**config.mk**
```make
export PLATFORM = sky130hd
export DESIGN_NAME = beam_scan_controller
export DESIGN_NICKNAME = d
export VERILOG_FILES = /design/src/rtl/beam_scan_controller.sv
export SDC_FILE = /design/constraint.sdc
export NUM_CORES = 1
export LEC_CHECK = 0
export ABC_CLOCK_PERIOD_IN_PS = 6600
export CAP_MARGIN = 20
export CORE_MARGIN = 3
export CORE_UTILIZATION = 50
export CTS_CLUSTER_DIAMETER = 100
export DETAILED_ROUTE_END_ITERATION = 7
export PLACE_DENSITY = 0.75
export SETUP_SLACK_MARGIN = 0.15
export SLEW_MARGIN = 20
export SYNTH_ARGS = -nofsm -noshare
export SYNTH_HDL_FRONTEND = slang
export SYNTH_SLANG_ARGS = --single-unit
```
**constraint.sdc**
```tcl
create_clock -name clk -period 6.6 [get_ports clk]
set_input_delay 1.65 -clock clk [delete_from_list [all_inputs] [get_ports clk]]
set_output_delay 1.65 -clock clk [all_outputs]
set_load 0.01 [all_outputs]
```
**src/rtl/beam_scan_controller.sv**
```systemverilog
// Closed-loop beam steering: sweeps all 32 delay settings, measures mean |sum|
// per direction, steers to the loudest one, holds, then re-scans.
module beam_scan_controller #(
    parameter int unsigned SETTLE_FRAMES = 4,
    parameter int unsigned LOG_FRAMES    = 6,
    parameter int unsigned HOLD_FRAMES   = 1024
) (
    input  logic                     clk,
    input  logic                     rst,
    input  logic                     lr_clk,
    input  logic                     enable,
    input  logic signed [21:0]       sample_in,
    output logic [4:0]               delay_select,
    output logic [4:0]               best_dir,
    output logic                     best_valid,
    output logic                     scanning,
    output logic [22+LOG_FRAMES-1:0] peak_energy
);
    localparam int unsigned ACCW       = 22 + LOG_FRAMES;
    localparam int unsigned ACC_FRAMES = 1 << LOG_FRAMES;
    localparam int unsigned MAX_SA     = (SETTLE_FRAMES > ACC_FRAMES) ? SETTLE_FRAMES : ACC_FRAMES;
    localparam int unsigned MAXC       = (MAX_SA > HOLD_FRAMES) ? MAX_SA : HOLD_FRAMES;
    localparam int unsigned CW         = (MAXC > 1) ? $clog2(MAXC) : 1;

    localparam logic [CW-1:0] SETTLE_LAST = CW'(SETTLE_FRAMES - 1);
    localparam logic [CW-1:0] ACC_LAST    = CW'(ACC_FRAMES - 1);
    localparam logic [CW-1:0] HOLD_LAST   = CW'(HOLD_FRAMES - 1);

    typedef enum logic [1:0] {IDLE, SETTLE, ACCUM, HOLD} state_t;

    state_t            state_q, state_d;
    logic              lr_q;
    logic [4:0]        idx_q, idx_d;
    logic [CW-1:0]     cnt_q, cnt_d;
    logic [ACCW-1:0]   acc_q, acc_d;
    logic [ACCW-1:0]   run_max_q, run_max_d;
    logic [4:0]        run_idx_q, run_idx_d;
    logic [4:0]        best_dir_q, best_dir_d;
    logic [ACCW-1:0]   peak_q, peak_d;
    logic              best_valid_q, best_valid_d;
    logic [4:0]        dsel_q, dsel_d;
    logic              scanning_q, scanning_d;

    logic              strobe;
    logic [21:0]       mag;
    logic [ACCW-1:0]   sum;
    logic              win;
    logic [ACCW-1:0]   new_max;
    logic [4:0]        new_idx;

    assign strobe  = lr_clk & ~lr_q;
    // Two's-complement negate of -2^21 wraps to bit pattern 2^21, which is the right magnitude.
    assign mag     = sample_in[21] ? unsigned'(-sample_in) : unsigned'(sample_in);
    assign sum     = acc_q + ACCW'(mag);
    assign win     = sum > run_max_q;
    assign new_max = win ? sum : run_max_q;
    assign new_idx = win ? idx_q : run_idx_q;

    always_comb begin
        state_d      = state_q;
        idx_d        = idx_q;
        cnt_d        = cnt_q;
        acc_d        = acc_q;
        run_max_d    = run_max_q;
        run_idx_d    = run_idx_q;
        best_dir_d   = best_dir_q;
        peak_d       = peak_q;
        best_valid_d = best_valid_q;

        if (!enable) begin
            state_d = IDLE;
        end else begin
            case (state_q)
                IDLE: begin
                    state_d   = SETTLE;
                    idx_d     = '0;
                    cnt_d     = '0;
                    run_max_d = '0;
                    run_idx_d = '0;
                end
                SETTLE: if (strobe) begin
                    if (cnt_q == SETTLE_LAST) begin
                        state_d = ACCUM;
                        cnt_d   = '0;
                        acc_d   = '0;
                    end else begin
                        cnt_d = cnt_q + CW'(1);
                    end
                end
                ACCUM: if (strobe) begin
                    if (cnt_q == ACC_LAST) begin
                        run_max_d = new_max;
                        run_idx_d = new_idx;
                        cnt_d     = '0;
                        if (idx_q != 5'd31) begin
                            idx_d   = idx_q + 5'd1;
                            state_d = SETTLE;
                        end else begin
                            state_d      = HOLD;
                            best_dir_d   = new_idx;
                            peak_d       = new_max;
                            best_valid_d = 1'b1;
                        end
                    end else begin
                        acc_d = sum;
                        cnt_d = cnt_q + CW'(1);
                    end
                end
                HOLD: if (strobe) begin
                    if (cnt_q == HOLD_LAST) begin
                        state_d   = SETTLE;
                        idx_d     = '0;
                        cnt_d     = '0;
                        run_max_d = '0;
                        run_idx_d = '0;
                    end else begin
                        cnt_d = cnt_q + CW'(1);
                    end
                end
                default: state_d = IDLE;
            endcase
        end

        // Outputs are derived from the next state so they register in step with it.
        dsel_d     = '0;
        scanning_d = 1'b0;
        case (state_d)
            IDLE:          dsel_d = best_valid_d ? best_dir_d : 5'd0;
            SETTLE, ACCUM: begin
                dsel_d     = idx_d;
                scanning_d = 1'b1;
            end
            HOLD:          dsel_d = best_dir_d;
            default:       dsel_d = '0;
        endcase
    end

    always_ff @(posedge clk) begin
        if (rst) begin
            state_q      <= IDLE;
            lr_q         <= 1'b0;
            idx_q        <= '0;
            cnt_q        <= '0;
            acc_q        <= '0;
            run_max_q    <= '0;
            run_idx_q    <= '0;
            best_dir_q   <= '0;
            peak_q       <= '0;
            best_valid_q <= 1'b0;
            dsel_q       <= '0;
            scanning_q   <= 1'b0;
        end else begin
            state_q      <= state_d;
            lr_q         <= lr_clk;
            idx_q        <= idx_d;
            cnt_q        <= cnt_d;
            acc_q        <= acc_d;
            run_max_q    <= run_max_d;
            run_idx_q    <= run_idx_d;
            best_dir_q   <= best_dir_d;
            peak_q       <= peak_d;
            best_valid_q <= best_valid_d;
            dsel_q       <= dsel_d;
            scanning_q   <= scanning_d;
        end
    end

    assign delay_select = dsel_q;
    assign best_dir     = best_dir_q;
    assign best_valid   = best_valid_q;
    assign scanning     = scanning_q;
    assign peak_energy  = peak_q;

endmodule

```
[Word level (Yosys, flattened, before mapping)]
Cells that the tools add are included.
Cells by class
  add/subtract/negate cells: 4
  order comparisons: 1
  eq/ne operators: 17
  mux-type cells: 54
  bitwise gates (word level): 3
  reduce and logical (&&, ||, !) cells: 9
Operators with widths (number)
  $mux 28: 9
  $mux 5: 17
  $pmux 28 s3: 1
  $mux 10: 6
  $pmux 28 s2: 1
  $pmux 5 s3: 3
  $pmux 10 s4: 1
  $add 28x22->28: 1
  $gt 28x28->1: 1
  $mux 22: 1
  $neg 22->22: 1
  $mux 2: 8
  $ne 2x2->1 const B: 7
  $reduce_and 6->1: 2
  $add 10x1->10 const B: 1
  $eq 10x10->1 const B: 1
  $eq 10x2->1 const B: 1
  $eq 10x6->1 const B: 1
  $eq 2x2->1 const B: 4
  $pmux 2 s4: 1
  $mux 1: 6
  $add 5x1->5 const B: 1
  $ne 5x5->1 const B: 1
  $reduce_and 5->1: 1
  8 further kinds: 11
Storage, ports and cells
  bits in registers: 119
  bits of input ports: 26
  output and inout port bits: 40
  logic and storage cells: 100

[Longest topological paths before layout]
Gate-level depths: netlist (run 1).
  depth after elaboration: 12
  gate-level depth with buffers: 26
  gate-level depth less buffers: 24

[Least setup slack after synthesis (run 1)]
No wires, ideal clock.
  path type: input-to-reg
  start point: input port sample_in[5]
  end point: register dsel_q[0] (netlist: delay_select[0])
  setup time: 122 ps
  arrival time: 6971 ps
  data required time: 6478 ps
  path slack: -493 ps
  stages on the path: 24
  buffers on the path: 3
  cell sequence: or4_4 > or4_1 > nand2b_1 > or2_2 > o21ai_0 > xnor2_1 > ha_1 > clkbuf_1 > and3_1 > nand2_1 > or3_1 > a311oi_1 > xnor2_1 > inv_1 > ha_1 > nand4_1 > nor4_1 > nand2b_1 > a31oi_1 > or2_2 > buf_2 > buf_2 > mux2i_1 > o21ai_1
Between the ends
  cells in the longest elaborated chain, start to end: 12
Ends and longest elaborated chain
  start: declaration: RTL line 12  | input logic signed [21:0] sample_in,
  $neg 22->22: RTL line 53  | assign mag = sample_in[21] ? unsigned'(-sample_in) : unsigned'(sample_in);
  $mux 22 *: RTL line 53
  $add 28x22->28 *: RTL line 54  | assign sum = acc_q + ACCW'(mag);
  $gt 28x28->1 *: RTL line 55  | assign win = sum > run_max_q;
  $mux 5 *: RTL line 57  | assign new_idx = win ? idx_q : run_idx_q;
  $mux 5 *: RTL line 95  | if (idx_q != 5'd31) begin
  $mux 5 *: RTL line 91  | if (cnt_q == ACC_LAST) begin
  $mux 5 *: RTL line 90  | ACCUM: if (strobe) begin
  $mux 5 *: RTL line 73  | case (state_q)
  $mux 5 *: RTL line 70  | if (!enable) begin
  $mux 5: RTL line 128  | IDLE: dsel_d = best_valid_d ? best_dir_d : 5'd0;
  $pmux 5 s3 *: RTL line 127  | case (state_d)
  end signal: assignment: RTL line 163  | dsel_q <= dsel_d;
  end: declaration: RTL line 41  | logic [4:0] dsel_q, dsel_d;
Mark *: on every way between the ends. The rest lies on a longest branch, timed or not.
A chain may end at the register's enable or synchronous reset.

[Worst setup path in the final report (run 1)]
  start point: input port sample_in[4]
  end point: register peak_q[18] (netlist: peak_energy[18])
Between the ends
  cells in the longest elaborated chain, start to end: 5
Ends and longest elaborated chain
  $neg 22->22: RTL line 53
  $mux 22 *: RTL line 53
  $add 28x22->28 *: RTL line 54
  $gt 28x28->1: RTL line 55
  $mux 28 *: RTL line 56  | assign new_max = win ? sum : run_max_q;
  end signal: assignment: RTL line 161  | peak_q <= peak_d;
  end: declaration: RTL line 39  | logic [ACCW-1:0] peak_q, peak_d;
Marks and branches as above.

==> qor.yml, run 1 <==
yosys:
  synthArstFlopShare_pct: 0
  syn_area_um2: 7250
  ys_top_cells_by_area: "dfxtp_1, ha_1, nor2_1"
  yosys_warnings: 0
  ys_seq_area_share_pct: 32.9
  synth_commonest_cells: "dfxtp_1, nor2_1, nand2_1, ha_1, inv_1"
  yosysTopAreaCellShare_pct: 32.9
  ys_types: 68
  ys.flop_type: "dfxtp_1"
  yosysMostFrequentCell: "dfxtp_1"
  synth_edf_count: 0
  yosysTopAreaCell: "dfxtp_1"
  synth_nets: 957
  syn_inst: 871
  synth.avg_cell_area_um2: 8.32
  ys_ff_latch: 119
sta:
  rsz0062_at_grt: "true"
  drv_slew: 0
  slew_headroom_pct: 23.2
  clock_skew_ps: 9.64
  max_slew.worst_pin.slew_ps: 1150
  fin_crit_ps: 6840
  fmax_mhz: 146
  layout_setup_ws_ps: -239
  hold_viol: 0
  finalCritPeriodShare_pct: 104
  finalSetupViolCount: 66
min_path:
  min_from: "run_idx_q[3]"
  worstHoldPathType: "flop to flop"
detailed_routing:
  viasPerCell: 6.05
  drc: 2
  detail-route-antenna-nets: 0
  wl_um: 23600
  first_pass_iters: 7
  wl_per_cell_um: 18.3
  drt_iter0_markers: 851
  route.vias.total: 7819
worst_setup_path:
  crit_fanout: 8
  crit_slowest_cell: "or4_4"
  arrival_ps: 7100
  critical_path_required_ps: 6860
  cp_num_buf_inv: 3
  start_kind: "primary input"
  crit_type: "primary input to flop"
  reg2reg_from: "acc_q[0]"
  crit_chain: "buf_6 > or4_4 > or4_4 > or3b_4 > nand2_2 > xnor2_1 > ha_1 > a21o_1 > or3_1 > nor3_2 > a21oi_2 > o21bai_1 > xnor2_1 > inv_1 > ha_4 > nand4_1 > nor4_4 > nand2b_1 > a31oi_4 > or2_4 > buf_12 > mux2i_1 > a211oi_1"
  crit_start: "sample_in[4]"
  slowest_delay_ps: 540
  path_delay_family: "simple AND/OR/NAND/NOR gates"
  end_kind: "flop"
global_route:
  antenna_found_initial: 0
  grt_pass1_vias: 7364
  grt_pass1_wl_um: 36500
  grt_usage_pct: 27.8
  grt.overflow.total: 0
  grt_max_degree: 55
place:
  hpwl_um: 14500
  place_congestion: 0.915
  numPortBuffers: 65
clock_tree:
  cts_max_level: 4
  clkTransAtPathRegs_ps: 50
  insertion_delay_ps: 420
  cts_sinks: 119
  cts-root-buf: "clkbuf_16"
  numCtsBuffers: 17
  cts_tree: "built"
  cts_buffer_depth: 2
  hold_buffers: 0
die:
  start_util_pct: 51.6
  rows: 43
  core-area_um2: 14000
  die_h_um: 126
  fp.dieW_um: 126
  pin_count: 66
  die_area_um2: 16000
finish:
  final_core_util_pct: 74.8
  nets: 1185
  nFillCells: 933
  area_growth_pct: 45.0
  antennaDiodeCount: 0
  drive_above_1_share_pct: 28.0
run_status:
  status: "finished with violations"
  failed_checks: "DRC, setup timing"
power_and_ir_drop:
  ir_drop_v: 0.000166
  combPwrFrac_pct: 19.0
  total_power_mw: 1.96
  p_leak_nw: 4.34
  power.internal_mw: 1.42
  p_switching_mw: 0.535
  seqPwrFrac_pct: 36.9
  powerDensity_nw_per_um2: 186
  p_clk_share_pct: 44.2
  switching_share_pct: 27.3
flow_run:
  maxCapViolations: 0
[cell families after synthesis]
kind of cell | count (synthesis) | synth area share, %
buffers and inverters | 98 | 5.40
adders and majority gates | 60 | 10.5
xor gates and xnor gates | 42 | 5.08
DFF | 119 | 32.9
muxes | 14 | 1.95
AOI/OAI and AO/OA | 266 | 25.9
and+or+nand+nor | 272 | 18.4
[per-layer routing]
layer | up-vias | part of all wire (%) | track usage [%]
met5 | - | 0 | 0
met4 | 0 | 3.9 | 12.6
met3 | 86 | 6.9 | 4.84
met2 | 398 | 46 | 44.3
met1 | 3662 | 43 | 36.8
li1 | 3673 | - | -
[path summary, 6_finish.rpt]
| path | depth (start not counted) | to | slack (ps) |
|---|---|---|---|
| worst max register to register | 19 | peak_energy[18] | 1890 |
| worst min register to register | 1 | run_idx_q[3] | 500 |
| worst min-delay path | 1 | run_idx_q[3] | 500 |
| worst max-delay path | 23 | peak_energy[18] | -240 |
[final cells by class]
cell class,instances,area (um2),share of cell area [%]
multi-input cells,654,4970,47.3
well taps,180,225,2.14
repair buffers,249,2160,20.6
inverters,58,218,2.07
flip-flops and latches,119,2380,22.7
clock inverters,12,105,1.00
clock buffers,20,447,4.25
[metrics by stage]
stage / hold slack (ps) / cell area, um2 / setup WS (ps) / TNS (ps) / instances
2_1_floorplan: 432 / 7350 / -154 / -6980 / 871
3_3_place_gp: 460 / 9110 / -905 / -57570 / 1217
3_5_place_dp: 470 / 9110 / -994 / -64240 / 1217
4_1_cts: 486 / 10200 / 70.2 / 0 / 1281
5_1_grt: 494 / 10500 / -406 / -20930 / 1292
6_report: 496 / 10500 / -239 / -9840 / 1292
[worst reg2reg max path: stages (launching register included)]
cell	delay [ps]
dfxtp_1	340
ha_1	230
inv_1	80
fa_1	390
nand2b_1	190
a21oi_1	280
o211ai_1	240
a21oi_2	270
o21bai_1	120
xnor2_1	250
inv_1	160
ha_4	310
nand4_1	240
nor4_4	240
nand2b_1	160
a31oi_4	240
or2_4	280
buf_12	180
mux2i_1	240
a211oi_1	110
[power groups by stage]
stage	Combinational, mW	Clock, mW	Sequential, mW
floorplan	0.166	0	0.736
CTS	0.326	0.866	0.721
finish	0.371	0.865	0.721
global route	0.396	0.901	0.721
global placement	0.289	0	0.737
detailed placement	0.294	0	0.737
[repair_timing]
| action | 4_1_cts | 5_1_grt |
|---|---|---|
| endpoints found under the setup margin | 71 | 71 |
| setup buffers | 30 | 8 |
| pin swaps | 61 | 26 |
| cloned | 2 | 2 |
| resized for setup | 77 | 40 |
[sequential cells by signal, summed over array words and instances (netlist names)]
register / count
best_dir: 5
idx_q: 5
peak_energy: 28
run_idx_q: 5
lr_q: 1
state_q: 2
cnt_q: 10
delay_select: 5
run_max_q: 28
acc_q: 28
best_valid: 1
scanning: 1
[placed cells by master (no fill, tap or decap), types with 31 or more instances in the layout]
master and instances:
a21oi_1 44, a22o_1 36, buf_4 167, clkdlybuf4s50_1 54, dfxtp_1 119, ha_1 55, inv_1 56, nand2_1 54
nor2_1 83, o21ai_0 38, xnor2_1 31
Note: power is estimated with default switching activity, not from simulation.
==> inputs of run 2 (changes only) <==
--- a/config.mk
+++ b/config.mk
@@ -11,6 +11,7 @@
 export CORE_UTILIZATION = 50
 export CTS_CLUSTER_DIAMETER = 100
 export DETAILED_ROUTE_END_ITERATION = 7
+export GPL_ROUTABILITY_DRIVEN = 0
 export PLACE_DENSITY = 0.75
 export SETUP_SLACK_MARGIN = 0.15
 export SLEW_MARGIN = 20
==> results of run 2 <==
No change in the layout: final DEF, timing and power equal those of run 1.
==> inputs of run 3 (changes only) <==
--- a/config.mk
+++ b/config.mk
@@ -10,6 +10,7 @@
 export CORE_MARGIN = 3
 export CORE_UTILIZATION = 50
 export CTS_CLUSTER_DIAMETER = 100
+export CTS_CLUSTER_SIZE = 20
 export DETAILED_ROUTE_END_ITERATION = 7
 export GPL_ROUTABILITY_DRIVEN = 0
 export PLACE_DENSITY = 0.75
==> results of run 3 <==
No change in the layout: final DEF, timing and power equal those of run 1.
